===== config.mk =====
export PLATFORM = sky130hd
export DESIGN_NAME = alu_trace_uart
export DESIGN_NICKNAME = d
export VERILOG_FILES = /design/src/rtl/alu_trace_uart_pkg.sv /design/src/rtl/trace_sync_fifo.sv /design/src/rtl/alu_trace_uart.sv
export SDC_FILE = /design/constraint.sdc
export NUM_CORES = 1
export LEC_CHECK = 0
export ABC_AREA = 1
export BUFFER_PORTS_ARGS = -buffer_cell sky130_fd_sc_hd__buf_2
export CORE_MARGIN = 2
export CORE_UTILIZATION = 62
export CTS_CLUSTER_SIZE = 16
export DETAILED_ROUTE_END_ITERATION = 10
export GPL_TIMING_DRIVEN = 0
export PLACE_DENSITY_LB_ADDON = 0.05
export SYNTH_ARGS = -nofsm -noshare
export SYNTH_HDL_FRONTEND = slang
export SYNTH_HIERARCHICAL = 1
export SYNTH_SLANG_ARGS = --single-unit

===== constraint.sdc =====
create_clock -name clk -period 5 [get_ports clk]
set_clock_uncertainty 0.15 [all_clocks]
set_input_delay 1 -clock clk [delete_from_list [all_inputs] [get_ports clk]]
set_output_delay 1 -clock clk [all_outputs]
set_load 0.01 [all_outputs]

===== src/rtl/alu_trace_uart_pkg.sv =====
// Shared defaults and TX state encoding for the ALU trace UART.
package alu_trace_uart_pkg;
  localparam int TRACE_WORD_WIDTH     = 32;
  localparam int TRACE_BYTES_PER_WORD = TRACE_WORD_WIDTH / 8;
  localparam int TRACE_CLKS_PER_BIT   = 16;
  localparam int TRACE_FIFO_DEPTH     = 8;
  localparam int TRACE_DROP_CNT_W     = 8;

  typedef enum logic [1:0] {
    trace_idle,
    trace_start,
    trace_data,
    trace_stop
  } trace_state_e;
endpackage


===== src/rtl/trace_sync_fifo.sv =====
// Single-clock FIFO; a push is refused whenever the pre-edge count is full.
module trace_sync_fifo #(
  parameter int W     = 32,
  parameter int DEPTH = 8,
  localparam int AW   = $clog2(DEPTH)
) (
  input  logic          clk,
  input  logic          rst_n,
  input  logic          i_push,
  input  logic          i_pop,
  input  logic [W-1:0]  i_din,
  output logic [W-1:0]  o_dout,
  output logic [AW:0]   o_count,
  output logic          o_full,
  output logic          o_empty
);
  localparam logic [AW:0] FULL_CNT = (AW+1)'(DEPTH);

  logic [W-1:0]  r_mem [DEPTH];
  logic [AW-1:0] r_wptr, r_rptr;
  logic [AW:0]   r_count;
  logic          w_do_push, w_do_pop;

  assign o_full    = (r_count == FULL_CNT);
  assign o_empty   = (r_count == '0);
  assign w_do_push = i_push && !o_full;
  assign w_do_pop  = i_pop && !o_empty;
  assign o_dout    = r_mem[r_rptr];
  assign o_count   = r_count;

  always_ff @(posedge clk) begin
    if (w_do_push) r_mem[r_wptr] <= i_din;
  end

  always_ff @(posedge clk or negedge rst_n) begin
    if (!rst_n) begin
      r_wptr  <= '0;
      r_rptr  <= '0;
      r_count <= '0;
    end else begin
      if (w_do_push) r_wptr <= r_wptr + AW'(1);
      if (w_do_pop)  r_rptr <= r_rptr + AW'(1);
      case ({w_do_push, w_do_pop})
        2'b10:   r_count <= r_count + (AW+1)'(1);
        2'b01:   r_count <= r_count - (AW+1)'(1);
        default: r_count <= r_count;
      endcase
    end
  end
endmodule


===== src/rtl/alu_trace_uart.sv =====
// Captures each change of the core's ALU result and streams it out as 8N1 UART bytes, LSB byte first.
module alu_trace_uart
  import alu_trace_uart_pkg::*;
#(
  parameter int WORD_WIDTH   = TRACE_WORD_WIDTH,
  parameter int CLKS_PER_BIT = TRACE_CLKS_PER_BIT,
  parameter int FIFO_DEPTH   = TRACE_FIFO_DEPTH,
  parameter int DROP_CNT_W   = TRACE_DROP_CNT_W
) (
  input  logic                        clk,
  input  logic                        rst,
  input  logic [WORD_WIDTH-1:0]       ALU_out,
  input  logic                        en,
  output logic                        tx,
  output logic                        busy,
  output logic [$clog2(FIFO_DEPTH):0] fifo_count,
  output logic                        overflow,
  output logic [DROP_CNT_W-1:0]       drop_count
);
  localparam int BYTES  = WORD_WIDTH / 8;
  localparam int BAUD_W = (CLKS_PER_BIT > 1) ? $clog2(CLKS_PER_BIT) : 1;
  localparam int BYTE_W = (BYTES > 1) ? $clog2(BYTES) : 1;
  localparam logic [BAUD_W-1:0] BAUD_LAST = BAUD_W'(CLKS_PER_BIT - 1);
  localparam logic [BYTE_W-1:0] BYTE_LAST = BYTE_W'(BYTES - 1);

  logic                  r_first_seen;
  logic [WORD_WIDTH-1:0] r_last_seen;
  logic                  r_overflow;
  logic [DROP_CNT_W-1:0] r_drop_cnt;
  trace_state_e          r_state;
  logic [BAUD_W-1:0]     r_baud;
  logic [2:0]            r_bit;
  logic [BYTE_W-1:0]     r_byte;
  logic [WORD_WIDTH-1:0] r_shift;
  logic                  r_tx;

  logic                  w_valid, w_push, w_pop, w_full, w_empty, w_baud_done, w_tx_nxt;
  logic [WORD_WIDTH-1:0] w_head, w_shift_nxt;
  trace_state_e          w_state_nxt;
  logic [BAUD_W-1:0]     w_baud_nxt;
  logic [2:0]            w_bit_nxt;
  logic [BYTE_W-1:0]     w_byte_nxt;
  logic [7:0]            w_cur_byte;

  assign w_valid = en && (!r_first_seen || (ALU_out != r_last_seen));
  assign w_push  = w_valid;

  trace_sync_fifo #(.W(WORD_WIDTH), .DEPTH(FIFO_DEPTH)) u_fifo (
    .clk     (clk),
    .rst_n   (rst),
    .i_push  (w_push),
    .i_pop   (w_pop),
    .i_din   (ALU_out),
    .o_dout  (w_head),
    .o_count (fifo_count),
    .o_full  (w_full),
    .o_empty (w_empty)
  );

  always_ff @(posedge clk or negedge rst) begin
    if (!rst) begin
      r_first_seen <= 1'b0;
      r_last_seen  <= '0;
      r_overflow   <= 1'b0;
      r_drop_cnt   <= '0;
    end else begin
      if (en) begin
        r_first_seen <= 1'b1;
        r_last_seen  <= ALU_out;
      end
      if (w_valid && w_full) begin
        r_overflow <= 1'b1;
        if (r_drop_cnt != {DROP_CNT_W{1'b1}}) r_drop_cnt <= r_drop_cnt + DROP_CNT_W'(1);
      end
    end
  end

  always_comb begin
    w_state_nxt = r_state;
    w_baud_nxt  = r_baud;
    w_bit_nxt   = r_bit;
    w_byte_nxt  = r_byte;
    w_shift_nxt = r_shift;
    w_pop       = 1'b0;
    w_baud_done = (r_baud == BAUD_LAST);
    case (r_state)
      trace_idle: begin
        if (!w_empty) begin
          w_pop       = 1'b1;
          w_shift_nxt = w_head;
          w_byte_nxt  = '0;
          w_baud_nxt  = '0;
          w_state_nxt = trace_start;
        end
      end
      trace_start: begin
        if (w_baud_done) begin
          w_baud_nxt  = '0;
          w_bit_nxt   = '0;
          w_state_nxt = trace_data;
        end else begin
          w_baud_nxt = r_baud + BAUD_W'(1);
        end
      end
      trace_data: begin
        if (w_baud_done) begin
          w_baud_nxt = '0;
          if (r_bit == 3'd7) w_state_nxt = trace_stop;
          else               w_bit_nxt   = r_bit + 3'd1;
        end else begin
          w_baud_nxt = r_baud + BAUD_W'(1);
        end
      end
      trace_stop: begin
        if (w_baud_done) begin
          w_baud_nxt = '0;
          if (r_byte != BYTE_LAST) begin
            w_byte_nxt  = r_byte + BYTE_W'(1);
            w_state_nxt = trace_start;
          end else if (!w_empty) begin
            // chain straight into the next word so there is no idle gap
            w_pop       = 1'b1;
            w_shift_nxt = w_head;
            w_byte_nxt  = '0;
            w_state_nxt = trace_start;
          end else begin
            w_state_nxt = trace_idle;
          end
        end else begin
          w_baud_nxt = r_baud + BAUD_W'(1);
        end
      end
      default: w_state_nxt = trace_idle;
    endcase

    w_cur_byte = w_shift_nxt[w_byte_nxt*8 +: 8];
    case (w_state_nxt)
      trace_start: w_tx_nxt = 1'b0;
      trace_data:  w_tx_nxt = w_cur_byte[w_bit_nxt];
      default:     w_tx_nxt = 1'b1;
    endcase
  end

  always_ff @(posedge clk or negedge rst) begin
    if (!rst) begin
      r_state <= trace_idle;
      r_baud  <= '0;
      r_bit   <= '0;
      r_byte  <= '0;
      r_shift <= '0;
      r_tx    <= 1'b1;
    end else begin
      r_state <= w_state_nxt;
      r_baud  <= w_baud_nxt;
      r_bit   <= w_bit_nxt;
      r_byte  <= w_byte_nxt;
      r_shift <= w_shift_nxt;
      r_tx    <= w_tx_nxt;
    end
  end

  assign tx         = r_tx;
  assign busy       = (r_state != trace_idle);
  assign overflow   = r_overflow;
  assign drop_count = r_drop_cnt;
endmodule


* After elaboration in Yosys (flattened, before gate mapping) *
Memory sizes are Yosys's and may differ from the RTL's.
Cells that the tools add are included.

storage, ports and cells
  output and inout bits = 15
  bits in registers = 96
  memory bits (writable) = 256
  logic and storage cells = 85
  input port bits = 35
  memories = 1

memories
  memory        words  bits a word  read ports  clocked after memory_dff  write ports  RTL line               RTL
  u_fifo.r_mem  8      32           1           0                         1            trace_sync_fifo.sv:19  logic [W-1:0] r_mem [DEPTH];

operators by class
  eq/ne operators = 14
  shifts and indexed selects = 1
  $add $sub $neg = 8
  mux-type cells = 33
  $lt $le $gt $ge = 1
  reduce and logical (&&, ||, !) cells = 14

operators with widths
  kind                                                                   count
  32-bit 2-to-1 mux                                                      3
  32-bit case mux with 2 select lines                                    1
  32-bit != test                                                         1
  32-bit by 6-bit variable part select with 8-bit output                 1
  2-bit 2-to-1 mux                                                       8
  4-bit case mux with 2 select lines                                     2
  3-bit by 1-bit adder with 3-bit output (second input constant)         3
  3-bit 2-to-1 mux                                                       3
  4-bit by 1-bit adder with 4-bit output (second input constant)         2
  8-bit by 1-bit adder with 8-bit output (second input constant)         1
  2-bit == test (second input constant)                                  4
  4-bit == test (second input constant)                                  2
  1-bit 2-to-1 mux                                                       8
  4-bit 2-to-1 mux                                                       2
  8-bit != test (second input constant)                                  1
  2-bit case mux with 4 select lines                                     1
  2-bit by 1-bit == test with 1-bit output (second input constant)       3
  3-bit case mux with 2 select lines                                     1
  1-bit logical AND                                                      4
  4-bit logical NOT                                                      1
  3-bit by 4-bit < comparator with 1-bit output (second input constant)  1
  2-bit != test (second input constant)                                  2
  1-bit case mux with 2 select lines                                     2
  2-bit case mux with 2 select lines                                     1
  other kinds (10)                                                       13

* Logic depth before layout (Yosys ltp) *
Gate-level depths: netlist of the first run.

  depth in word-level cells = 9
  gate-level depth with buffers = 22
  mapped depth without buffers = 19

* Hierarchy *
The synthesis of the first run kept the hierarchy.

modules (own cells, without submodules)
  module           times used  seq. area each (sq um)  area each (sq um)  cells each
  trace_sync_fifo  1           7937.6                  11644.9            1187
  alu_trace_uart   1           2153.3                  4693.3             595

* Worst setup path after synthesis of the first run *
No wires, ideal clock.

  path kind = input -> register
  start point = in en
  end point = mem u_fifo.r_mem[4][0] (enable)
  setup time = 461 ps
  data required time = 4389 ps
  buffers on the path = 3
  data arrival time = 4307 ps
  cell stages on the path = 7
  setup slack = 82 ps
  cells stage by stage = clkbuf_1 clkinv_1 clkbuf_1 a31oi_1 nand2_1 buf_4 nor3_1

on the way
  word-level cells in the longest chain between the ends = 4

ends and longest elaborated chain
  item                                    RTL line               RTL
  start: declaration                      alu_trace_uart.sv:13   input logic en,
  1-bit logical AND                       alu_trace_uart.sv:45   assign w_valid = en && (!r_first_seen || (ALU_out != r_last_seen));
  named net w_push                        alu_trace_uart.sv:37   logic w_valid, w_push, w_pop, w_full, w_empty, w_baud_done, w_tx_nxt;
  1-bit logical AND                       trace_sync_fifo.sv:26  assign w_do_push = i_push && !o_full;
  1-bit 2-to-1 mux                        trace_sync_fifo.sv:32  if (w_do_push) r_mem[r_wptr] <= i_din;
  1-bit 2-to-1 mux (implied by the code)  trace_sync_fifo.sv:32
  end: declaration                        trace_sync_fifo.sv:19

The timed path passes the listed nets, and every way through them passes these cells.

* Worst setup path in the final report of the first run *
  start point = in en
  end point = mem u_fifo.r_mem[5][13] (enable)

The elaborated chain is that of the path after synthesis.

==> results.json, run 1 <==
{
  "area_growth_pct": 13.7,
  "clock_latency_ps": 540,
  "placed_area_sq_mm": 0.0173,
  "holdBufCountCts": 0,
  "crit_path_cell_trace": "clkbuf_1 > clkinv_1 > clkbuf_1 > a31oi_1 > nand2_1 > buf_4 > nor3_2 > buf_4 > buf_8",
  "dp_cells": 2190,
  "max-cap-violations": 0,
  "worstSetupEndpoint": "u_fifo/r_mem[5][13]",
  "crit_start": "en",
  "fillers": 1926,
  "cp_max_fo": 10,
  "wl_per_cell_microns": 17.7,
  "crit_required_ps": 5100,
  "fin_crit_ps": 3900,
  "dp_slack_ps": 533,
  "crit_buf_inv": 6,
  "cts_tree": "yes",
  "vias": 12100,
  "layoutNonFillerInstCount": 2261,
  "power.switching_w": 0.00397,
  "yosysSeqAreaShare_pct": 61.8,
  "die-area_sq_mm": 0.0277,
  "io_pins": 50,
  "die_y_microns": 166,
  "synth_seq_cells": 352,
  "end_kind": "flop",
  "post_cts_buffers": 0,
  "fmax_mhz": 256,
  "critPathSlowestCell": "nor3_2",
  "power_frac_clock_pct": 26.3,
  "grt_setup_unrepaired": "false",
  "die_w_microns": 166,
  "drive_above_1_share_pct": 11.3,
  "ant_nets": 0,
  "slowest_delay_ps": 690,
  "rr_worst_depth": 15,
  "avgSynthCellArea_sq_um": 9.17,
  "worst_slack_ps": 1100,
  "status": "finished clean",
  "power.density_mw_per_mm2": 560,
  "p_seq_share_pct": 36.4,
  "place_hpwl_mm": 27.5,
  "sw_frac_of_total_pct": 38.2,
  "clock-sinks": 352,
  "nNetsFinal": 1944,
  "floorplan.initialDensity_pct": 62.9,
  "remaining_drc_errors": 0,
  "tightestPinTransition_ps": 914,
  "clockBufferDepth": 3,
  "crit_type": "primary input to flop",
  "htree_levels": 2,
  "grt_overflow": 0,
  "r2r_start": "r_state[0]",
  "synth_fp_nets": 1831,
  "portBuffers": 48,
  "synth_top_area_cell": "edfxtp_1",
  "power.leakage_nw": 8.51,
  "antenna_found_initial": 1,
  "reg2reg_slack_ps": 1520,
  "cts-buffers-inserted": 38,
  "ir_worst_vdd_mv": 0.450,
  "finalSetupTns_ps": 0,
  "ys_types": 44,
  "grt_max_degree": 65,
  "relSlewSlack_pct": 38.8,
  "synth_top_area_share_pct": 47.1,
  "p_int_w": 0.00642,
  "gp_congestion": 0.822,
  "drv_slew": 0,
  "comb_power_share_pct": 37.3,
  "grtUsageTotal_pct": 29.3,
  "drtPass1Iterations": 5,
  "grt_first_pass_wirelength_mm": 62.2,
  "synthTopCellsByArea": "edfxtp_1, nand2_1, dfrtp_1, nor2_1, inv_1",
  "core_area_sq_mm": 0.0260,
  "finalHoldViolCount": 0,
  "grt_pass1_vias": 11400,
  "drt_iter0_markers": 1040,
  "crit_path_start_kind": "primary input",
  "path_clk_slew_ps": 60,
  "cts-root-buf": "clkbuf_16",
  "setup_viol": 0,
  "r2r_end": "u_fifo/o_count[3]",
  "synthesis.area_sq_mm": 0.0163,
  "arrival_ps": 4000,
  "crit_family": "buffers and inverters",
  "vias_per_cell": 5.33,
  "yosys_warnings": 6,
  "std_cell_rows": 59,
  "hold_class": "primary input to asynchronous set/reset pin",
  "syn_inst": 1782,
  "min_period_over_period_pct": 78.0,
  "wl_mm": 39.9,
  "design_area_sq_mm": 0.0186,
  "cts_resized": 0,
  "cp.depth": 9
}
## state kept, by name, summed over array words and instances, names as in the netlist
register        count
r_last_seen        32
r_baud              4
r_byte              2
u_fifo/r_mem      256
tx                  1
u_fifo/o_count      4
r_first_seen        1
r_state             2
u_fifo/r_rptr       3
drop_count          8
r_bit               3
overflow            1
r_shift            32
u_fifo/r_wptr       3
## cells in the mapped netlist
cell / n
nand3_1: 63
nor2_1: 267
buf_6: 15
clkinv_4: 2
nand2_2: 2
a21oi_1: 3
o31ai_1: 1
nand2_4: 2
nand4_1: 24
inv_1: 189
buf_8: 1
o21ai_2: 2
nand2_1: 652
inv_2: 5
nor2_4: 1
ha_1: 13
clkinv_1: 1
buf_2: 27
xnor2_1: 15
dfrtp_1: 95
a31oi_1: 1
nand3_2: 1
nor3_1: 15
fa_1: 1
a31o_2: 2
a211oi_1: 2
o2111ai_1: 1
o21ai_1: 11
clkbuf_1: 13
edfxtp_1: 256
buf_1: 8
nor2_2: 2
dfstp_2: 1
buf_4: 8
o221ai_1: 1
or2_2: 7
a21oi_2: 1
xor2_1: 16
a22o_1: 1
o21ai_0: 43
and2_1: 1
nand3b_1: 6
o22ai_1: 2
nand3_4: 2
## power groups by stage
stage	combinational [W]	sequential, W	clock (W)
2_1_floorplan	0.00249	0.00384	0
6_report	0.00387	0.00379	0.00273
3_3_place_gp	0.00363	0.00387	0
4_1_cts	0.00385	0.00379	0.00275
5_1_grt	0.00429	0.00382	0.00288
3_5_place_dp	0.00381	0.00384	0
## logic make-up after synthesis
family | synth area share [%]
compound gates | 2.43
xor+xnor | 1.66
fa+ha+maj | 1.12
buf+inv | 7.39
flops | 61.8
simple gates | 25.6
## routing by layer
layer | wire [microns] | share of wire, % | GRT usage (%) | vias to the layer above
met3 | 3260 | 8.2 | 4.84 | 51
li1 | - | - | - | 5855
met1 | 16600 | 42 | 40.5 | 5698
met2 | 19400 | 49 | 49.7 | 451
met5 | 0 | 0 | 0 | -
met4 | 623 | 1.6 | 6.52 | 0
## cell usage in the layout (no fill, tap or decap), types with 4 or more instances in the layout
cell	Yosys	layout
nand2_1	652	652
nor2_1	267	267
edfxtp_1	256	256
inv_1	189	189
dfrtp_1	95	95
buf_2	27	74
nand3_1	63	63
o21ai_0	43	43
clkbuf_16	0	39
buf_6	15	31
nand4_1	24	24
clkbuf_1	13	20
xor2_1	16	16
xnor2_1	15	15
buf_4	8	13
ha_1	13	13
o21ai_1	11	11
clkinv_1	1	8
buf_1	8	8
nor3_2	0	8
or2_2	7	7
nor3_1	15	7
nand3b_1	6	6
clkinv_2	0	6
inv_2	5	5
buf_8	1	5
clkbuf_8	0	4
## final cells by class
class | instances | area (sq um) | area share [%]
clock inverter | 20 | 171 | 0.923
timing repair buffer | 73 | 541 | 2.91
clock buffer | 50 | 1060 | 5.69
tap | 335 | 419 | 2.26
sequential | 352 | 10100 | 54.3
inverter | 197 | 749 | 4.04
multi-input combinational | 1161 | 5080 | 27.4
buffer | 72 | 458 | 2.47
antenna | 1 | 2.50 | 0.0135
## per-stage QoR
step	hold WS [ps]	utilization (%)	power, W
2_1_floorplan	264	-	0.00634
3_3_place_gp	281	65.4	0.00750
3_5_place_dp	289	66.7	0.00765
4_1_cts	278	71.5	0.0104
5_1_grt	298	71.5	0.0110
6_report	269	71.5	0.0104
## how the worst min path moves through the flow
stage               cells after the start          from      endpoint  slack [ps]
finish                                  1           rst    r_shift[2]         270
global route                            1           rst    r_shift[6]         300
CTS                                     1           rst    r_shift[6]         280
detailed placement                      2  r_first_seen  r_first_seen         290
global placement                        2  r_first_seen  r_first_seen         280
floorplan                               2  r_first_seen  r_first_seen         260
No activity file was read; power rests on OpenSTA's default activity.
==> run 2: changes to the inputs <==
--- a/config.mk
+++ b/config.mk
@@ -8,7 +8,7 @@
 export ABC_AREA = 1
 export BUFFER_PORTS_ARGS = -buffer_cell sky130_fd_sc_hd__buf_2
 export CORE_MARGIN = 2
-export CORE_UTILIZATION = 62
+export CORE_UTILIZATION = 56
 export CTS_CLUSTER_SIZE = 16
 export DETAILED_ROUTE_END_ITERATION = 10
 export GPL_TIMING_DRIVEN = 0
==> constraint.sdc (replaced) <==
create_clock -name clk -period 3.5 [get_ports clk]
set_clock_uncertainty 0.15 [all_clocks]
set_input_delay 0.7 -clock clk [delete_from_list [all_inputs] [get_ports clk]]
set_output_delay 0.7 -clock clk [all_outputs]
set_load 0.01 [all_outputs]
==> run 2 against run 1 <==
First-iteration DRC count rose by 6.9%. Non-clock buffer count fell by 8. Largest cell class unchanged. Via count fell by 1.2%. Setup slack got worse by 880 ps. Critical endpoint is now u_fifo/o_count[3]. Routed wire length rose by 0.98%. Utilization fell by 5.7 points. Flip-flop and latch count did not move. Worst hold slack got worse by 190 ps. Cell count rose by 1.8%. Highest routed layer unchanged. Power rose by 46%. Design area rose by 1.7%.
==> results.json, run 2 (synthesis results as in run 1) <==
{
  "tightestPinTransition_ps": 697,
  "nNetsFinal": 1936,
  "status": "finished clean",
  "fmax_mhz": 305,
  "drtPass1Iterations": 5,
  "arrival_ps": 3540,
  "sw_frac_of_total_pct": 37.9,
  "crit_path_start_kind": "flop",
  "num_antenna_cells": 0,
  "area_growth_pct": 15.6,
  "grt_pass1_vias": 11200,
  "crit_family": "simple AND/OR/NAND/NOR gates",
  "crit_required_ps": 3760,
  "min_period_over_period_pct": 93.6,
  "fin_crit_ps": 3280,
  "setup_viol": 0,
  "post_cts_buffers": 0,
  "comb_power_share_pct": 37.7,
  "grtUsageTotal_pct": 27.0,
  "power.total_w": 0.0151,
  "layoutNonFillerInstCount": 2301,
  "vias_per_cell": 5.18,
  "std_cell_rows": 62,
  "dp_slack_ps": -399,
  "relSlewSlack_pct": 53.6,
  "dp_cells": 2231,
  "die-area_sq_mm": 0.0306,
  "max_flop_register": "u_fifo/r_mem",
  "power.leakage_nw": 8.60,
  "power.switching_w": 0.00574,
  "cts_tree": "yes",
  "critPathSlowestCell": "dfrtp_1",
  "cp_common_cell": "nand2_1",
  "io_pins": 50,
  "clock_latency_ps": 530,
  "finalSetupTns_ps": 0,
  "wl_per_cell_microns": 17.5,
  "crit_type": "flop to flop",
  "drive_above_1_share_pct": 11.2,
  "path_clk_slew_ps": 60,
  "fillers": 2266,
  "cts-root-buf": "clkbuf_16",
  "end_kind": "flop",
  "antenna_found_initial": 0,
  "finalHoldViolCount": 0,
  "worst_slack_ps": 223,
  "htree_levels": 2,
  "wl_mm": 40.3,
  "die_y_microns": 175,
  "grt_first_pass_wirelength_mm": 63.0,
  "power_frac_clock_pct": 26.5,
  "vias": 11900,
  "hold_ws_ps": 81.9,
  "ant_nets": 0,
  "crit_buf_inv": 2,
  "final_common_cell": "nand2_1",
  "cp_max_fo": 10,
  "remaining_drc_errors": 0,
  "clock-sinks": 352,
  "grt_overflow": 0,
  "core_area_sq_mm": 0.0287,
  "cts-buffers-inserted": 38,
  "grt_max_degree": 50,
  "largest_reg_flops": 256,
  "gp_congestion": 0.849,
  "largest_registers": "u_fifo/r_mem: 256 flops, r_last_seen: 32 flops, r_shift: 32 flops",
  "drt_iter0_markers": 1112,
  "floorplan.initialDensity_pct": 56.9,
  "clockBufferDepth": 3,
  "crit_path_cell_trace": "inv_1 > or2_2 > nand4_1 > nor3_1 > nand4_1 > nor2_2 > a31oi_2 > nand2_1 > buf_6 > ha_1 > ha_1 > or2_2 > nand2_1 > nand2_1 > nand3_1 > nand2_1",
  "ir_worst_vdd_mv": 0.378,
  "slowest_delay_ps": 360,
  "max-cap-violations": 0,
  "mostFrequentLayoutCells": "nand2_1, nor2_1, edfxtp_1",
  "drv_slew": 0,
  "portBuffers": 48,
  "p_int_w": 0.00938,
  "p_seq_share_pct": 35.8,
  "die_w_microns": 175,
  "place_hpwl_mm": 28.0,
  "hold_class": "primary input to asynchronous set/reset pin",
  "power.density_mw_per_mm2": 801
}
-- run 2: power groups by stage --
| stage | Combinational [W] | Clock [W] | Sequential (W) |
|---|---|---|---|
| floorplan | 0.00358 | 0 | 0.00548 |
| CTS | 0.00563 | 0.00407 | 0.00542 |
| global placement | 0.00524 | 0 | 0.00550 |
| finish | 0.00570 | 0.00401 | 0.00542 |
| global route | 0.00628 | 0.00424 | 0.00547 |
| detailed placement | 0.00560 | 0 | 0.00550 |
-- run 2: worst paths after layout --
kind                                 start                end  slack, ps  cells past startpoint
min in group clk              r_first_seen       r_first_seen        310                      2
setup / recovery           r_last_seen[13]  u_fifo/o_count[3]        220                     16
setup reg to reg           r_last_seen[13]  u_fifo/o_count[3]        220                     16
hold reg to reg               r_first_seen       r_first_seen        310                      2
max in group asynchronous              rst  u_fifo/o_count[2]       2410                      2
hold / removal                         rst         r_shift[2]         80                      1
-- run 2: cell type report --
class                   count  area [sq um]  area share [%]
clock buffers              52          1040            5.53
clock inverters            18           203            1.07
well taps                 384           480            2.54
flip-flops and latches    352         10100            53.4
inverters                 197           753            3.99
multi-input cells        1161          5150            27.3
repair buffers             65           698            3.70
plain buffers              72           462            2.44
-- run 2: timing repair --
action	4_1_cts	5_1_grt
gates resized for setup	0	8
hold buffers	0	0
endpoints found under the setup margin	0	3
-- run 2: routing by layer --
| metal | global-route usage (%) | part of all wire, % |
|---|---|---|
| met1 | 38.4 | 44 |
| met5 | 0 | 0 |
| met2 | 43.9 | 47 |
| met4 | 7.36 | 2.3 |
| met3 | 3.72 | 7.4 |
-- run 2: stage by stage --
stage               util [%]  cell area, sq um
floorplan                  -             16400
CTS                     65.7             18900
global route            65.8             18900
detailed placement      61.3             17600
finish                  65.8             18900
global placement        59.6             17100
==> run 3: changes to the inputs <==
--- a/config.mk
+++ b/config.mk
@@ -8,7 +8,7 @@
 export ABC_AREA = 1
 export BUFFER_PORTS_ARGS = -buffer_cell sky130_fd_sc_hd__buf_2
 export CORE_MARGIN = 2
-export CORE_UTILIZATION = 56
+export CORE_UTILIZATION = 50
 export CTS_CLUSTER_SIZE = 16
 export DETAILED_ROUTE_END_ITERATION = 10
 export GPL_TIMING_DRIVEN = 0
==> run 3 against run 2 <==
Global-route usage shrank 1.8 points. Critical path depth down 3. Design area up 0.15%. Critical endpoint unchanged. Combinational power barely moved. Count of clock-buffer cells in the layout unchanged. Largest cell class unchanged. Die area increased by 12%.
==> results.json, run 3 (synthesis results as in run 1) <==
{
  "status": "finished clean",
  "drive_above_1_share_pct": 11.3,
  "die_w_microns": 185,
  "hold_ws_ps": 128,
  "critPathSlowestCell": "a31oi_1",
  "drtPass1Iterations": 5,
  "floorplan.initialDensity_pct": 50.5,
  "hold_class": "primary input to asynchronous set/reset pin",
  "tightestPinTransition_ps": 861,
  "slowest_delay_ps": 390,
  "nNetsFinal": 1941,
  "fin_crit_ps": 3310,
  "cp_max_fo": 10,
  "grt_pass1_vias": 11300,
  "portBuffers": 48,
  "std_cell_rows": 66,
  "min_period_over_period_pct": 94.7,
  "crit_path_start_kind": "primary input",
  "largest_registers": "u_fifo/r_mem: 256 flops, r_last_seen: 32 flops, r_shift: 32 flops",
  "wl_mm": 41.3,
  "grt_setup_unrepaired": "false",
  "antenna_found_initial": 0,
  "clock-sinks": 352,
  "vias": 11800,
  "wl_per_cell_microns": 17.5,
  "remaining_drc_errors": 0,
  "io_pins": 50,
  "crit_required_ps": 3760,
  "cp_common_cell": "nand2_1",
  "worst_slack_ps": 186,
  "end_kind": "flop",
  "cts-root-buf": "clkbuf_16",
  "vias_per_cell": 5.00,
  "crit_type": "primary input to flop",
  "mostFrequentLayoutCells": "nand2_1, nor2_1, edfxtp_1",
  "crit_buf_inv": 4,
  "die_y_microns": 185,
  "power.density_mw_per_mm2": 798,
  "drv_slew": 0,
  "ant_nets": 0,
  "dp_slack_ps": -535,
  "die-area_sq_mm": 0.0341,
  "grt_first_pass_wirelength_mm": 64.3,
  "num_antenna_cells": 0,
  "core_area_sq_mm": 0.0324,
  "grt_overflow": 0,
  "gp_congestion": 0.837,
  "largest_reg_flops": 256,
  "r2r_start": "r_state[0]",
  "crit_family": "buffers and inverters",
  "grtUsageTotal_pct": 25.2,
  "crit_start": "en",
  "grt_max_degree": 61,
  "finalHoldViolCount": 0,
  "relSlewSlack_pct": 42.6,
  "fmax_mhz": 302,
  "place_hpwl_mm": 28.6,
  "holdBufCountCts": 0,
  "setup_viol": 0,
  "crit_path_cell_trace": "clkbuf_1 > clkinvlp_4 > clkbuf_1 > a31oi_1 > nand2_1 > buf_6 > ha_1 > ha_1 > or2_2 > nand2_1 > nand2_1 > nand3_1 > nand2_1",
  "ir_worst_vdd_mv": 0.387,
  "max-cap-violations": 0,
  "clockBufferDepth": 3,
  "htree_levels": 2,
  "cts-buffers-inserted": 39,
  "arrival_ps": 3580,
  "max_flop_register": "u_fifo/r_mem",
  "path_clk_slew_ps": 60,
  "drt_iter0_markers": 941,
  "area_growth_pct": 15.8,
  "final_common_cell": "nand2_1",
  "power.leakage_nw": 8.59,
  "clock_latency_ps": 520,
  "cts_tree": "yes"
}
[run 3: timing repair]
action                                  4_1_cts  5_1_grt
resized for setup                             0        7
endpoints found under the setup margin        0       27
hold endpoints to repair                      0        0
setup buffers                                 0        4
[run 3: worst register-to-register path, delay by kind of cell, from the launching register on]
kind          cells  cell delay [ps]
simple gates      8             1060
fa+ha+maj         3              970
buf+inv           4              540
flops             1              430
[run 3: power by group]
group | leakage [nW] | switching [W] | total [W] | internal (W)
clock network | 0.599 | 0.00161 | 0.00399 | 0.00237
registers | 3.55 | 0.000243 | 0.00541 | 0.00517
logic | 4.44 | 0.00389 | 0.00570 | 0.00181
[run 3: cell type report]
cell class / instances / area (sq um)
Buffer: 72 / 462
Clock buffer: 52 / 1030
Clock inverter: 17 / 188
Fill cell: 2911 / 13500
Inverter: 197 / 753
Multi-Input combinational cell: 1161 / 5150
Sequential cell: 352 / 10100
Tap cell: 442 / 553
Timing Repair Buffer: 69 / 683
[run 3: routing by layer]
metal  part of all wire [%]  vias to the layer above  wire, microns  track usage (%)
met5                      0                        -              0                0
met2                     47                      275          19200             41.2
met3                    4.9                       66           2000             3.40
met4                    2.0                        0            838             6.38
met1                     47                     5611          19200             35.7
li1                       -                     5854              -                -
[run 3: path summary, 6_finish.rpt]
| check | to | slack, ps | cells past startpoint |
|---|---|---|---|
| worst max register to register | u_fifo/o_count[3] | 270 | 15 |
| max in group asynchronous | r_last_seen[31] | 2340 | 2 |
| min in group clk | r_first_seen | 290 | 2 |
| worst min register to register | r_first_seen | 290 | 2 |
| worst min-delay path | r_shift[4] | 130 | 1 |
| worst max-delay path | u_fifo/o_count[3] | 190 | 13 |
[run 3: metrics by stage]
stage | total power (W) | cells | setup TNS, ps | instance area (sq um) | util (%)
floorplan | 0.00906 | 1782 | -37010 | 16400 | -
global placement | 0.0108 | 2272 | -513090 | 17200 | 53.0
CTS | 0.0151 | 2358 | 0 | 18800 | 58.2
finish | 0.0151 | 2362 | 0 | 18900 | 58.4
global route | 0.0161 | 2362 | 0 | 18900 | 58.4
detailed placement | 0.0111 | 2289 | -63350 | 17600 | 54.4
